**src/rtl/dff_pipe.sv**
```systemverilog
// ---------------------------------------------------------------------------
// dff_pipe -- parametrised D-flip-flop delay line with per-stage valid bits.
//
// A WIDTH-bit sample and its valid bit travel through DEPTH register stages.
// The whole line advances only when en_i is high. clr_i flushes every stage
// synchronously and takes priority over en_i. With CLEAN=1 a stage whose
// incoming valid is low loads RST_VAL instead of the incoming data, so
// invalid slots never carry stale or unknown data. occ_o tracks how many
// stages currently hold valid data.
//
// Ports
//   clk_i     in   1        clock, rising edge
//   rst_ni    in   1        asynchronous active-low reset
//   en_i      in   1        advance enable (0 = every stage holds)
//   clr_i     in   1        synchronous flush of all stages
//   d_i       in   WIDTH    input data
//   d_vld_i   in   1        input data valid
//   q_o       out  WIDTH    data at the last stage (registered)
//   q_vld_o   out  1        valid at the last stage (registered)
//   occ_o     out  OCC_W    number of stages holding valid data, 0..DEPTH
// ---------------------------------------------------------------------------
module dff_pipe #(
    parameter int              WIDTH   = 8,
    parameter int              DEPTH   = 4,
    parameter logic [WIDTH-1:0] RST_VAL = '0,
    parameter bit              CLEAN   = 1'b1,
    localparam int             OCC_W   = $clog2(DEPTH + 1)
) (
    input  logic             clk_i,
    input  logic             rst_ni,
    input  logic             en_i,
    input  logic             clr_i,
    input  logic [WIDTH-1:0] d_i,
    input  logic             d_vld_i,
    output logic [WIDTH-1:0] q_o,
    output logic             q_vld_o,
    output logic [OCC_W-1:0] occ_o
);

    if (DEPTH < 1) begin : g_depth_check
        $error("dff_pipe: DEPTH must be >= 1");
    end

    logic [WIDTH-1:0] data_q    [DEPTH];
    logic [WIDTH-1:0] data_d    [DEPTH];
    logic [DEPTH-1:0] vld_q;
    logic [DEPTH-1:0] vld_d;
    logic [OCC_W-1:0] occ_q;
    logic [OCC_W-1:0] occ_d;

    // What each stage would receive on an advancing edge.
    logic [WIDTH-1:0] in_data_s [DEPTH];
    logic [DEPTH-1:0] in_vld_s;

    // Build the per-stage incoming data/valid: stage 0 sees the input port,
    // every later stage sees its predecessor.
    always_comb begin
        in_data_s[0] = d_i;
        in_vld_s[0]  = d_vld_i;
        for (int i = 1; i < DEPTH; i++) begin
            in_data_s[i] = data_q[i-1];
            in_vld_s[i]  = vld_q[i-1];
        end
    end

    // Next-state logic: flush beats advance, advance beats hold.
    always_comb begin
        for (int i = 0; i < DEPTH; i++) begin
            data_d[i] = data_q[i];
        end
        vld_d = vld_q;
        occ_d = occ_q;

        if (clr_i) begin
            for (int i = 0; i < DEPTH; i++) begin
                data_d[i] = RST_VAL;
            end
            vld_d = '0;
            occ_d = '0;
        end else if (en_i) begin
            for (int i = 0; i < DEPTH; i++) begin
                // Cleaning keeps invalid slots at a known value, which also
                // stops an unknown d_i from leaking down the line.
                if (CLEAN && !in_vld_s[i]) begin
                    data_d[i] = RST_VAL;
                end else begin
                    data_d[i] = in_data_s[i];
                end
            end
            vld_d = in_vld_s;
            // Incremental count: one sample may enter and one may leave per
            // advancing edge, so occupancy moves by at most one.
            if (d_vld_i && !vld_q[DEPTH-1]) begin
                occ_d = occ_q + OCC_W'(1'b1);
            end else if (!d_vld_i && vld_q[DEPTH-1]) begin
                occ_d = occ_q - OCC_W'(1'b1);
            end else begin
                occ_d = occ_q;
            end
        end else begin
            vld_d = vld_q;
            occ_d = occ_q;
        end
    end

    // State registers with asynchronous reset to the programmed value.
    always_ff @(posedge clk_i or negedge rst_ni) begin
        if (!rst_ni) begin
            for (int i = 0; i < DEPTH; i++) begin
                data_q[i] <= RST_VAL;
            end
            vld_q <= '0;
            occ_q <= '0;
        end else begin
            for (int i = 0; i < DEPTH; i++) begin
                data_q[i] <= data_d[i];
            end
            vld_q <= vld_d;
            occ_q <= occ_d;
        end
    end

    assign q_o     = data_q[DEPTH-1];
    assign q_vld_o = vld_q[DEPTH-1];
    assign occ_o   = occ_q;

endmodule

```
**config.mk**
```make
export PLATFORM = sky130hd
export DESIGN_NAME = dff_pipe
export DESIGN_NICKNAME = d
export VERILOG_FILES = /design/src/rtl/dff_pipe.sv
export SDC_FILE = /design/constraint.sdc
export NUM_CORES = 1
export LEC_CHECK = 0
export ABC_AREA = 1
export CAP_MARGIN = 0
export CORE_MARGIN = 2
export CORE_UTILIZATION = 35
export DETAILED_ROUTE_END_ITERATION = 10
export HOLD_SLACK_MARGIN = 0.06
export SLEW_MARGIN = 20
export SYNTH_ARGS = -nofsm -noshare
export SYNTH_HDL_FRONTEND = slang
export SYNTH_SLANG_ARGS = --single-unit
```
**constraint.sdc**
```tcl
create_clock -name clk_i -period 1.2 [get_ports clk_i]
set_input_delay 0.36 -clock clk_i [delete_from_list [all_inputs] [get_ports clk_i]]
set_output_delay 0.36 -clock clk_i [all_outputs]
set_load 0.01 [all_outputs]
```
==> flow_summary.yaml, run 1 <==
final_layout:
  syn_to_final_growth_pct: 29.0
  n_fill_cell: 445
  layout.nets: 225
  antenna_cells: 0
  drive_above_1_share_pct: 27.8
  utilization_pct: 47.8
sta:
  layout_setup_ws_ns: -0.0765
  final_max_slew_viol_count: 0
  min_period_ns: 1.28
  slew_headroom_pct: 83.3
  fin_skew_ns: 0.00915
  finalCritPeriodShare_pct: 106
  clock.fmax_ghz: 0.783
  setup_viol: 5
  hold_violations: 0
  rsz0062_at_grt: "true"
  fin_tns_setup_ns: -0.207
  worst_pin_slew_ns: 0.249
global_routing:
  grt_first_pass_wirelength_um: 5920
  antenna_found_initial: 0
  grt_pass1_vias: 1288
  grt_max_degree: 40
  grt_overflow: 0
  track_usage_pct: 14.9
place:
  hpwl_um: 2340
  gp_congestion: 0.772
  place_worst_setup_slack_ns: -0.573
  io_buffers: 24
clock_tree:
  tritoncts: "done"
  htree_levels: 2
  numCtsBuffers: 5
  clk_transition_reported_paths_ns: 0.08
  worstSkewPairLatency_ns: 0.29
  clock_sinks: 39
  clock_path_buffers: 2
  cts_root_buf: "clkbuf_8"
worst_setup_path:
  slowest_stage: "dfrtp_1"
  cp.arrival_ns: 1.45
  rr_endpoint: "occ_o[2]"
  critPathMaxFanout: 4
  critical_path.reg2reg.startpoint: "vld_q[3]"
  crit_path_frequent_cell: "nand2_1"
  startpoint: "vld_q[3]"
  reg2reg_depth: 8
  max_stage_delay_ns: 0.44
  cp.required_ns: 1.38
  setup.worst_path.end_class: "flip-flop"
  worstSetupStartpointType: "flip-flop"
  reg2reg_slack_ns: -0.08
  path_class: "flip-flop to flip-flop"
  crit_chain: "nor2_4 > fa_2 > nand2_2 > nand2_1 > nand2_1 > nand2_1 > nand2_1 > nand2_1"
die:
  top_level_ports: 25
  core.rowCount: 24
  dieArea_mm2: 0.00527
  dieHeight_um: 72.6
  die_w_um: 72.6
  start_util_pct: 37.0
  core_mm2: 0.00444
worst_hold_path:
  worstHoldStart: "data_q[24]"
  hold_class: "flip-flop to flip-flop"
  holdPathStages: 2
  min_to: "data_q[16]"
synth:
  post_synth_instance_area_mm2: 0.00165
  synth_edf_count: 0
  syn_nets: 183
  synth_ff_type: "dfrtp_1"
  yosysMostFrequentCell: "dfrtp_1"
  ys_async_sr_fraction_pct: 100
  synth_cells: 169
  yosys-top-cells-area: "dfrtp_1 59%, inv_1 7.1%, nand3_1 6.7%, o22ai_1 6.1%, o21ai_0 5.2%"
  yosys.area.top_type: "dfrtp_1"
  ys_ff_latch: 39
  synth_warnings: 0
  yosys.area.top_type_share_pct: 59.3
  synth_seq_area_share_pct: 59.3
  syn_area_per_cell_um2: 9.74
  ys_types: 15
  synth.top_cells.by_count: "39 x dfrtp_1, 31 x inv_1, 22 x nand3_1"
routing:
  viasPerCell: 4.75
  routedWlPerCell_um: 12.8
  drtIter0Drc: 59
  drc: 0
  drtAntennaViolNets: 0
  num_vias: 1253
  firstDrtPassIters: 4
  wl_um: 3370
power_and_ir_drop:
  p_per_area_mw_per_mm2: 1150
  leakagePower_nw: 1.06
  ir_drop_uv: 684
run_status:
  run_status: "finished with violations"
  violations: "setup timing"
job:
  cap_violations: 0
[power by group]
group | total (W) | switching (W) | internal [W]
Sequential | 0.00135 | 0.0000131 | 0.00134
Combinational | 0.000247 | 0.000137 | 0.000110
Clock | 0.000839 | 0.000432 | 0.000408
[repair_timing]
item,4_1_cts,5_1_grt
hold buffers,1,0
cloned,0,0
gates resized for setup,60,5
buffers inserted,5,2
endpoints found under the setup margin,18,38
pin swaps,7,4
endpoints found under the hold margin,39,0
[layout make-up]
class / instances / area, µm² / area share, %
Clock buffer: 7 / 76.3 / 3.59
Clock inverter: 1 / 5.00 / 0.236
Inverter: 33 / 124 / 5.83
Multi-Input combinational cell: 83 / 479 / 22.6
Sequential cell: 39 / 976 / 46.0
Tap cell: 52 / 65.1 / 3.06
Timing Repair Buffer: 49 / 398 / 18.7
[routing by layer]
layer	track usage, %	vias up	part of all wire (%)
li1	-	619	-
met1	17.2	605	44
met2	25.2	25	51
met3	4.83	4	3.1
met4	6.79	0	1.8
met5	0	-	0
[worst max-delay path, delay by kind of cell (launching register included)]
family	cells	cell delay (ns)
and+or+nand+nor	7	0.37
adders and majority gates	1	0.35
DFF	1	0.44
[worst max path at each step]
stage                           to  slack (ns)  cells past startpoint
after floorplan           occ_o[2]       -0.05                      8
after global placement    occ_o[1]       -0.53                      6
after detailed placement  occ_o[1]       -0.57                      6
after CTS                 occ_o[1]       -0.11                      4
after global routing      occ_o[2]       -0.14                      8
final                     occ_o[2]       -0.08                      8
[kinds of logic (layout without fill, tap and decap cells)]
family,after synthesis,after routing,share of synthesized area [%]
compound gates,33,33,11.2
simple gates,49,49,14.1
fa+ha+maj,1,1,1.22
buf+inv,47,90,14.1
flops,39,39,59.3
[layout by cell type, fill, tap and decap left out, types with 3 or more instances in the layout]
master           netlist  final
o21ai_0               17     14
inv_1                 31     28
buf_2                  3     13
clkbuf_8               0      5
dfrtp_1               39     39
clkdlybuf4s50_1        0      8
inv_2                  2      5
buf_4                  8     20
nand2_1               20     18
o21ai_1                0      3
nand2_2                4      3
o22ai_1               16     15
nand3_1               22     21
nand2_4                0      3
[through the flow]
stage,total power [W],hold WS [ns],instances,area [µm²]
after floorplan,0.00148,0.0644,169,1650
after global placement,0.00160,0.341,248,2000
after detailed placement,0.00161,0.347,248,2000
after CTS,0.00246,0.527,262,2080
after global routing,0.00256,0.553,264,2120
final,0.00244,0.526,264,2120
[state kept, by name (all words and copies together) (netlist names)]
name,flops
occ_o,3
vld_q,4
data_q,24
q_o,8
(Power assumes the default switching activity.)
==> run 2, diff against run 1 <==
ABC_AREA = unset   (was 1)
CORE_ASPECT_RATIO = 0.5   (was unset)
==> run 2 against run 1 <==
The run still ends with setup timing left. Clock power up 3.8%. Clock skew decreased by 0.0052 ns. Wire length unchanged. Total power increased by 1.6%. Synthesized cell count up 8.9%. Highest routed layer unchanged.
==> flow_summary.yaml, run 2 <==
final_layout:
  most-common-layout-cells: "38 x dfrtp_1, 34 x nand3_1, 33 x nand2b_1, 33 x a21oi_1, 12 x buf_2"
  drive_above_1_share_pct: 19.8
  largest_register_ffs: 24
  layout_commonest_cell: "dfrtp_1"
  largest-register: "data_q"
  antenna_cells: 0
  utilization_pct: 44.5
  syn_to_final_growth_pct: 21.7
  layout.nets: 221
sta:
  rsz0062_at_grt: "true"
  final_max_slew_viol_count: 0
  min_period_ns: 1.48
  finalCritPeriodShare_pct: 124
  setup_viol: 4
  hold_violations: 0
  fin_tns_setup_ns: -0.567
  clock.fmax_ghz: 0.674
  fin_skew_ns: 0.00395
  slew_headroom_pct: 75.4
  layout_setup_ws_ns: -0.284
  worst_pin_slew_ns: 0.369
synth:
  post_synth_instance_area_mm2: 0.00181
  yosys.area.top_type_share_pct: 53.8
  yosys-top-cells-area: "dfrtp_1 54%, nand2b_1 11%, a21oi_1 9.4%, nand3_1 9.4%, buf_4 4.1%"
  yosys.area.top_type: "dfrtp_1"
  syn_area_per_cell_um2: 9.85
  ys_types: 19
  synth_seq_area_share_pct: 53.8
  synth_warnings: 0
  synth_ff_type: "dfrtp_1"
  synth_cells: 184
  yosysMostFrequentCell: "dfrtp_1"
  syn_nets: 198
  synth.top_cells.by_count: "39 x dfrtp_1, 34 x a21oi_1, 34 x nand3_1"
  ys_async_sr_fraction_pct: 100
  ys_ff_latch: 39
  synth_edf_count: 0
clock_tree:
  clk_transition_reported_paths_ns: 0.07
  htree_levels: 2
  tritoncts: "done"
  clock_sinks: 39
  cts_root_buf: "clkbuf_8"
  numCtsBuffers: 5
  worstSkewPairLatency_ns: 0.28
  clock_path_buffers: 2
worst_hold_path:
  hold_class: "input port to flip-flop"
  holdPathStages: 3
  min_to: "occ_o[1]"
  worstHoldStart: "en_i"
worst_setup_path:
  cp.required_ns: 1.42
  cp.arrival_ns: 1.70
  setup.worst_path.end_class: "flip-flop"
  critPathMaxFanout: 2
  rr_endpoint: "occ_o[2]"
  reg2reg_slack_ns: -0.28
  reg2reg_depth: 5
  path_class: "flip-flop to flip-flop"
  worstSetupStartpointType: "flip-flop"
  critical_path.reg2reg.startpoint: "vld_q[3]"
routing:
  num_vias: 1283
  drtIter0Drc: 49
  drc: 0
  wl_um: 3370
  wl_met2_um: 1420
  wl_met3_um: 118
  routed.top_layer: "met4"
  m1WireLength_um: 1780
  firstDrtPassIters: 4
  viasPerCell: 4.63
  routedWlPerCell_um: 12.2
  drtAntennaViolNets: 0
die:
  dieArea_mm2: 0.00581
  die_w_um: 106
  start_util_pct: 36.6
  dieHeight_um: 54.9
  core.rowCount: 18
  top_level_ports: 25
  core_mm2: 0.00495
place:
  hpwl_um: 2140
  io_buffers: 24
  place_worst_setup_slack_ns: -0.712
  gp_congestion: 0.708
global_routing:
  grt_pass1_vias: 1245
  grt_first_pass_wirelength_um: 5810
  track_usage_pct: 13.1
  grt_max_degree: 40
  grt_overflow: 0
  antenna_found_initial: 0
power_and_ir_drop:
  p_comb_share_pct: 10.0
  leakagePower_nw: 0.949
  ir_drop_uv: 419
  seq_power_share_pct: 54.8
  power.switching_w: 0.000568
  p_sw_share_pct: 22.9
  p_per_area_mw_per_mm2: 1120
  p_clk_share_pct: 35.2
  p_int_w: 0.00191
run_status:
  violations: "setup timing"
  run_status: "finished with violations"
job:
  cap_violations: 0
run 2: changes by cell type after synthesis, moves of 8 or more:
cell      delta
nand3_1     +12
inv_1       -29
o21ai_0     -17
o22ai_1     -16
clkbuf_1     +8
nand2b_1    +33
a21oi_1     +34
nand2_1     -20
run 2: worst max-delay path by stage:
stage,endpoint,startpoint,slack (ns),depth (start not counted)
6_report,occ_o[2],vld_q[3],-0.28,5
4_1_cts,occ_o[2],vld_q[3],-0.32,5
3_5_place_dp,occ_o[2],d_vld_i,-0.71,6
3_3_place_gp,occ_o[2],d_vld_i,-0.67,6
2_1_floorplan,occ_o[2],d_vld_i,-0.34,6
5_1_grt,occ_o[2],vld_q[3],-0.36,5
run 2: power by group through the flow:
stage                     Sequential (W)  Clock (W)  Combinational (W)
final                            0.00136   0.000871           0.000249
after global routing             0.00136   0.000951           0.000278
after CTS                        0.00136   0.000903           0.000252
after detailed placement         0.00138          0           0.000242
after global placement           0.00138          0           0.000240
after floorplan                  0.00137          0           0.000133
run 2: metal layers:
| metal | track usage [%] | up-vias |
|---|---|---|
| met3 | 3.98 | 5 |
| met4 | 5.26 | 0 |
| met5 | 0 | - |
| li1 | - | 660 |
| met1 | 17.3 | 600 |
| met2 | 20.5 | 18 |
run 2: critical path, stage by stage (launching register included):
cell and delay [ns]:
dfrtp_2 0.35, and2b_2 0.21, fa_2 0.33, nand4bb_1 0.21
a21o_1 0.19, a21oi_2 0.12
run 2: repair_timing:
action,CTS,global route
pin swaps,4,2
hold buffers,1,0
endpoints found under the setup margin,15,8
endpoints found under the hold margin,39,0
resized for setup,52,1
buffers inserted,3,0
run 2: per-stage QoR:
stage	instance area (µm²)	hold slack, ns	std cells	power, W
5_1_grt	2210	0.536	277	0.00259
2_1_floorplan	1830	0.0644	184	0.00151
3_5_place_dp	2130	0.344	266	0.00162
6_report	2210	0.500	277	0.00248
4_1_cts	2200	0.491	277	0.00251
3_3_place_gp	2130	0.344	266	0.00162
run 2: final cells by class:
type | instances | area, µm²
fill | 523 | 2750
clock buffer | 6 | 82.6
timing repair buffer | 40 | 345
sequential | 39 | 977
tap | 70 | 87.6
multi-input combinational | 119 | 701
inverter | 2 | 7.51
clock inverter | 1 | 5.00
run 2: kinds of logic after synthesis:
kind of cell / share of synthesized area, %
AND/OR/NAND/NOR: 23.7
XOR/XNOR: 0.483
buffers and inverters: 7.87
adder cells (fa/ha/maj): 1.10
AO/OA/AOI/OAI: 10.8
flip-flops: 53.8
multiplexers: 2.21
==> run 3, diff against run 2 <==
CAP_MARGIN = 20   (was 0)
==> results of run 3 <==
No change in the layout: final DEF, timing and power equal those of run 2.
